===== config.mk =====
export PLATFORM = sky130hd
export DESIGN_NAME = grid_cursor_controller
export DESIGN_NICKNAME = d
export VERILOG_FILES = /design/src/rtl/grid_cursor_controller.sv
export SDC_FILE = /design/constraint.sdc
export NUM_CORES = 1
export LEC_CHECK = 0
export ABC_AREA = 0
export CAP_MARGIN = 0
export CORE_MARGIN = 10
export CORE_UTILIZATION = 30
export CTS_BUF_LIST = sky130_fd_sc_hd__clkbuf_16
export DETAILED_ROUTE_END_ITERATION = 8
export PLACE_DENSITY = 0.54
export SLEW_MARGIN = 10
export SYNTH_ARGS = -nofsm -noshare
export SYNTH_HDL_FRONTEND = slang
export SYNTH_SLANG_ARGS = --single-unit

===== constraint.sdc =====
create_clock -name clk -period 4.9 [get_ports clk]
set_input_delay 0.49 -clock clk [delete_from_list [all_inputs] [get_ports clk]]
set_output_delay 0.49 -clock clk [all_outputs]
set_load 0.005 [all_outputs]

===== src/rtl/grid_cursor_controller.sv =====
// Button-driven cursor for a COLS x ROWS board: 2-flop synchroniser, debounce,
// one move per press with optional auto-repeat, and wrap or clamp at the edges.
module grid_cursor_controller #(
    parameter int COLS            = 8,
    parameter int ROWS            = 8,
    parameter int XW              = 4,
    parameter int YW              = 4,
    parameter int DEBOUNCE_CYCLES = 4,
    parameter int REPEAT_DELAY    = 16,
    parameter int REPEAT_PERIOD   = 8,
    parameter int WRAP            = 1
) (
    input  logic          clk,
    input  logic          reset,
    input  logic          enable,
    input  logic [3:0]    inputBtn,
    output logic [XW-1:0] outX,
    output logic [YW-1:0] outY,
    output logic          moved,
    output logic          blocked
);

    localparam int DBW  = (DEBOUNCE_CYCLES > 1) ? $clog2(DEBOUNCE_CYCLES) : 1;
    localparam int RMAX = (REPEAT_DELAY > REPEAT_PERIOD) ? REPEAT_DELAY : REPEAT_PERIOD;
    localparam int HW   = $clog2(RMAX + 1) + 1;
    localparam logic [DBW-1:0] DB_LAST   = DBW'(DEBOUNCE_CYCLES - 1);
    localparam logic [XW-1:0]  X_MAX     = XW'(COLS - 1);
    localparam logic [YW-1:0]  Y_MAX     = YW'(ROWS - 1);
    localparam logic [HW-1:0]  H_DELAY   = HW'(REPEAT_DELAY);
    localparam logic [HW-1:0]  H_PERIOD  = HW'(REPEAT_PERIOD);
    localparam bit             WRAP_EN   = (WRAP != 0);
    localparam bit             REPEAT_EN = (REPEAT_DELAY > 0);

    function automatic logic cmd_valid(input logic [3:0] b);
        case (b)
            4'b0111, 4'b1011, 4'b1101, 4'b1110: return 1'b1;
            default:                            return 1'b0;
        endcase
    endfunction

    logic [3:0]    sync1_q, sync2_q, sync_prev_q, db_q, db_d, db_prev_q;
    logic [DBW-1:0] db_cnt_q, db_cnt_d;
    logic [HW-1:0] hold_q, hold_d;
    logic          rep_q, rep_d;
    logic [XW-1:0] x_q, x_d;
    logic [YW-1:0] y_q, y_d;
    logic          moved_q, moved_d, blocked_q, blocked_d;
    logic          db_changed_s, press_s, repeat_s, step_s;
    logic [HW-1:0] rep_target_s;

    // Debounce: a new sync value must stay put for DEBOUNCE_CYCLES checks before it is accepted.
    always_comb begin
        db_d     = db_q;
        db_cnt_d = db_cnt_q;
        if (sync2_q == db_q || sync2_q != sync_prev_q) begin
            db_cnt_d = {DBW{1'b0}};
        end else if (db_cnt_q == DB_LAST) begin
            db_d     = sync2_q;
            db_cnt_d = {DBW{1'b0}};
        end else begin
            db_cnt_d = db_cnt_q + DBW'(1);
        end
    end

    assign db_changed_s = (db_q != db_prev_q);
    assign press_s      = enable && db_changed_s && cmd_valid(db_q);
    assign rep_target_s = rep_q ? H_PERIOD : H_DELAY;
    assign repeat_s     = REPEAT_EN && enable && !db_changed_s && cmd_valid(db_q)
                          && (hold_q != {HW{1'b0}}) && (hold_q == rep_target_s);
    assign step_s       = press_s || repeat_s;

    // Hold counter: nonzero means a command is being held and counts cycles since its last move.
    always_comb begin
        hold_d = hold_q;
        rep_d  = rep_q;
        if (press_s) begin
            hold_d = REPEAT_EN ? HW'(1) : {HW{1'b0}};
            rep_d  = 1'b0;
        end else if (repeat_s) begin
            hold_d = HW'(1);
            rep_d  = 1'b1;
        end else if (!enable || db_changed_s || hold_q == {HW{1'b0}}) begin
            hold_d = {HW{1'b0}};
            rep_d  = 1'b0;
        end else begin
            hold_d = hold_q + HW'(1);
        end
    end

    always_comb begin
        x_d       = x_q;
        y_d       = y_q;
        moved_d   = 1'b0;
        blocked_d = 1'b0;
        if (step_s) begin
            case (db_q)
                4'b0111: begin
                    if (y_q != {YW{1'b0}}) begin y_d = y_q - YW'(1); moved_d = 1'b1; end
                    else if (WRAP_EN) begin y_d = Y_MAX; moved_d = 1'b1; end
                    else begin blocked_d = 1'b1; end
                end
                4'b1101: begin
                    if (y_q != Y_MAX) begin y_d = y_q + YW'(1); moved_d = 1'b1; end
                    else if (WRAP_EN) begin y_d = {YW{1'b0}}; moved_d = 1'b1; end
                    else begin blocked_d = 1'b1; end
                end
                4'b1011: begin
                    if (x_q != {XW{1'b0}}) begin x_d = x_q - XW'(1); moved_d = 1'b1; end
                    else if (WRAP_EN) begin x_d = X_MAX; moved_d = 1'b1; end
                    else begin blocked_d = 1'b1; end
                end
                4'b1110: begin
                    if (x_q != X_MAX) begin x_d = x_q + XW'(1); moved_d = 1'b1; end
                    else if (WRAP_EN) begin x_d = {XW{1'b0}}; moved_d = 1'b1; end
                    else begin blocked_d = 1'b1; end
                end
                default: begin
                    moved_d = 1'b0;
                end
            endcase
        end else begin
            moved_d = 1'b0;
        end
    end

    always_ff @(posedge clk) begin
        if (!reset) begin
            sync1_q     <= 4'b1111;
            sync2_q     <= 4'b1111;
            sync_prev_q <= 4'b1111;
            db_q        <= 4'b1111;
            db_prev_q   <= 4'b1111;
            db_cnt_q    <= {DBW{1'b0}};
            hold_q      <= {HW{1'b0}};
            rep_q       <= 1'b0;
            x_q         <= {XW{1'b0}};
            y_q         <= {YW{1'b0}};
            moved_q     <= 1'b0;
            blocked_q   <= 1'b0;
        end else begin
            sync1_q     <= inputBtn;
            sync2_q     <= sync1_q;
            sync_prev_q <= sync2_q;
            db_q        <= db_d;
            db_prev_q   <= db_q;
            db_cnt_q    <= db_cnt_d;
            hold_q      <= hold_d;
            rep_q       <= rep_d;
            x_q         <= x_d;
            y_q         <= y_d;
            moved_q     <= moved_d;
            blocked_q   <= blocked_d;
        end
    end

    assign outX    = x_q;
    assign outY    = y_q;
    assign moved   = moved_q;
    assign blocked = blocked_q;

endmodule


After elaboration in Yosys (flattened, before gate mapping)
Cells that the tools add are included.

cells by class
  add/subtract/negate cells = 6
  multipliers = 0
  div/mod/pow operators = 0
  $lt $le $gt $ge = 0
  eq/ne operators = 11
  shift operators = 0
  muxes and demuxes = 13
  bitwise logic cells = 2
  reduce and logical (&&, ||, !) cells = 27

operators by type and width
  kind                 count
  $mux 4               4
  $pmux 4 s2           2
  $eq 4x4->1 const B   3
  $add 4x1->4 const B  2
  $ne 4x3->1 const B   2
  $ne 4x4->1           2
  $reduce_and 2->1     4
  $reduce_bool 4->1    2
  $reduce_or 4->1      2
  $sub 4x1->4 const B  2
  $add 6x1->6 const B  1
  $eq 6x5->1           1
  $logic_and 1x1->1    6
  $logic_not 6->1      1
  $mux 1               6
  $reduce_bool 2->1    3
  $reduce_bool 6->1    1
  $mux 5               1
  $eq 4x3->1 const B   1
  $eq 4x4->1           1
  $logic_or 1x1->1     4
  $reduce_or 3->1      1
  $add 2x1->2 const B  1
  $eq 2x2->1 const B   1
  other kinds (3)      5

storage, ports and cells
  flip-flop bits (word level) = 38
  latch bits = 0
  bits in writable memories = 0
  ROM bits = 0
  input bits = 7
  output and inout bits = 10
  logic and storage cells = 71
  memories kept = 0

Logic depth before layout (Yosys ltp)
  depth after elaboration = 8
  mapped depth = 7

Least setup slack after synthesis
OpenSTA, ideal clock, no wires.

  kind = register to register
  start point = register hold_q[0]
  end point = register rep_q
  setup time = 0.056 ns
  arrival time = 1.535 ns
  data required time = 4.844 ns
  path slack = 3.308 ns
  cell stages (with the launch flop) = 7
  buffers on the path = 0
  clock period less this slack = 1.592 ns
  cell sequence = dfxtp_1 > inv_1 > ha_1 > or3b_2 > a21oi_4 > o21a_2 > o21ba_4

between the ends
  longest elaborated chain between the ends = 4

RTL lines
  element                                             line  text
  start, declared                                     43    logic [HW-1:0] hold_q, hold_d;
  start signal, assigned                              134   hold_q <= {HW{1'b0}};
  start signal, assigned                              147   hold_q <= hold_d;
  $reduce_bool 6->1                                   69    && (hold_q != {HW{1'b0}}) && (hold_q == rep_target_s);
  $logic_and 1x1->1 (2 in series)                     69
  $mux 1 / $reduce_bool 2->1 (equally long branches)  --
  end signal, assigned                                148   rep_q <= rep_d;
  end, declared                                       44    logic rep_q, rep_d;

Parallel ways exist; a longest one is shown, timed or not.
A chain may end at the register's enable or synchronous reset.

Worst setup path after layout
  start point = input port reset
  end point = register rep_q

between the ends
  longest elaborated chain between the ends = 2

RTL lines
  element                           line  text
  start, declared                   14    input logic reset,
  $not 1->1 (no source line)        --
  $reduce_or 2->1 (no source line)  --

No other way between the ends.

==> impl_metrics.ini <==
[synthesis]
yosysTopAreaCellShare_pct = 37.4
ys_types = 45
synth_flop_cell = dfxtp_1
synth-edff-count = 0
syn_area_mm2 = 0.00203
yosys-top-cells-area = dfxtp_1, nand2b_1, xnor2_4
synth_cells = 199
synth_compound_area_share_pct = 9.36
postSynthAreaPerCell_um2 = 10.2
synth_nets = 213
ys_ff_latch = 38
synth_warnings = 0
synth-xor-area-share_pct = 12.7
synth-async-reset-ratio_pct = 0
yosysTopAreaCell = dfxtp_1
synth_fa_ha_area_share_pct = 4.31
muxShareOfSynthArea_pct = 7.27
yosys.area_share.simple_pct = 22.9
synth_top_family_by_area = simple AND/OR/NAND/NOR gates
yosysSeqAreaShare_pct = 37.4

[critical_path]
slowest_delay_ns = 0.54
required_ns = 5.13
arrival_ns = 2.24
slowest_stage = or3_1
path_max_fanout = 36
crit_path_end_kind = register
path_class = input pin to register
startpoint_type = input pin
path_cells = clkdlybuf4s50_1, buf_4, nand2_1, or3_1, o21ba_4

[finish]
fillers = 666
drive_above_1_share_pct = 12.8
nets = 225
diodes = 0
regArea_um2 = 761
area_growth_pct = 16.4
multi_input_area_mm2 = 0.00115
most-common-layout-cells = dfxtp_1, nand2b_1, nand2_1
mostFrequentLayoutCell = dfxtp_1

[drt]
wl_met1_um = 1780
drt-initial-drc-count = 108
dr.pass1.iters = 4
wirelength_um = 3550
dr.max_layer_used = met4
vias = 1377
ant_nets = 0
vias_per_cell = 4.78
wl_met2_um = 1470
routedWlPerCell_um = 12.3
wl_met3_um = 213
drc = 0

[clocking]
worstSkewPairLatency_ns = 0.28
max-clock-path-buffers = 2
clk_pin_slew_ns = 0.06
cts_setup_buffers = 0
h-tree-depth = 2
root_buffer = clkbuf_16
cts_buffers = 5
hold_buffers = 0
postCtsResizedCells = 0
cts_num_sinks = 38
cts_tree = done

[timing]
setup_slack_ns = 2.90
drv_slew = 0
fmax_mhz = 499
fin_worst_skew_ns = 0.00561
hold_viol_final = 0
rsz0062_at_grt = false
maxSlewHeadroom_pct = 63.4
fin_crit_ns = 2.00
tightest_slew_ns = 0.548
min_period_over_period_pct = 40.9
fin_setup_tns_ns = 0
setup_viol = 0

[floorplanning]
initial_utilization_pct = 31.5
fp.dieH_um = 102
fp.dieArea_mm2 = 0.0105
die_w_um = 102
io_pins = 17
core_mm2 = 0.00646
rows = 29

[grt]
grt_max_degree = 37
grt_usage_pct = 7.61
grt_pass1_wl_um = 6230
antenna_found_initial = 0
grt_pass1_vias = 1292
gr-total-overflow = 0

[power]
total_power_uw = 696
power_per_cell_area_mw_per_mm2 = 294
ir_worst_vdd_uv = 108
p_leak_nw = 0.900

[job]
maxCapViolCount = 0

[worst_hold_path]
min_path_type = register to register

[placed_design]
hpwlAfterDp_um = 2510
place_ws_ns = 2.59
portBuffers = 15
gp_congestion = 0.694

[outcome]
status = finished, final reports clean
cell usage after synthesis (3+ instances only):
library cell	number
a211oi_1	3
and3_1	4
buf_6	4
clkbuf_1	4
dfxtp_1	38
ha_1	7
inv_1	10
mux2_2	6
mux2i_1	8
nand2_1	16
nand2b_1	18
nand3_1	5
nand4b_1	4
nor2_1	7
nor3_1	4
nor3_2	4
nor4b_1	3
o2111ai_1	3
o211ai_1	3
xnor2_1	10
xnor2_4	4
xor2_1	7
routing by layer:
layer | global-route usage, % | vias up
met5 | 0 | -
met4 | 4.23 | 0
met3 | 2.70 | 7
met2 | 10.5 | 26
met1 | 10.0 | 631
li1 | - | 713
layout make-up:
class | instances | share of cell area (%)
timing repair buffer | 16 | 6.67
clock inverter | 2 | 1.43
sequential | 38 | 32.2
tap | 77 | 4.07
multi-input combinational | 140 | 48.8
inverter | 10 | 1.59
clock buffer | 5 | 5.29
through the flow:
stage               instance area, µm²  util [%]  hold slack [ns]  instances
floorplan                         2030         -            0.386        199
global placement                  2210      34.2            0.388        281
detailed placement                2210      34.2            0.394        281
CTS                               2360      36.6            0.406        288
global route                      2360      36.6            0.418        288
finish                            2360      36.6            0.403        288
state kept, by name (all words and copies together) (netlist names):
signal	cells
moved	1
outY	4
outX	4
hold_q	6
sync1_q	4
db_prev_q	4
sync2_q	4
db_q	4
rep_q	1
db_cnt_q	2
sync_prev_q	4
logic make-up (layout without fill, tap and decap cells):
kind of cell | Yosys count | in the layout
other | 1 | 1
multiplexers | 14 | 14
flip-flops | 38 | 38
XOR/XNOR | 21 | 21
buffers and inverters | 21 | 33
AO/OA/AOI/OAI | 22 | 22
adder cells (fa/ha/maj) | 7 | 7
AND/OR/NAND/NOR | 75 | 75
worst paths after layout:
kind	from	endpoint	slack, ns	cells after the start
max	reset	rep_q	2.90	5
min	sync1_q[3]	sync2_q[3]	0.40	1
min reg2reg	sync1_q[3]	sync2_q[3]	0.40	1
max reg2reg	db_q[3]	rep_q	3.01	4
worst max-delay path: cells and delay by family:
kind,cells,cell delay [ns]
AO/OA/AOI/OAI,1,0.27
buffers and inverters,2,0.78
AND/OR/NAND/NOR,2,0.68
report_power, final:
group	internal [mW]	total, mW	switching [mW]	leakage, nW
Combinational	0.0118	0.0225	0.0107	0.514
Sequential	0.314	0.317	0.00287	0.309
Clock	0.235	0.357	0.122	0.0773
(Power assumes the default switching activity.)
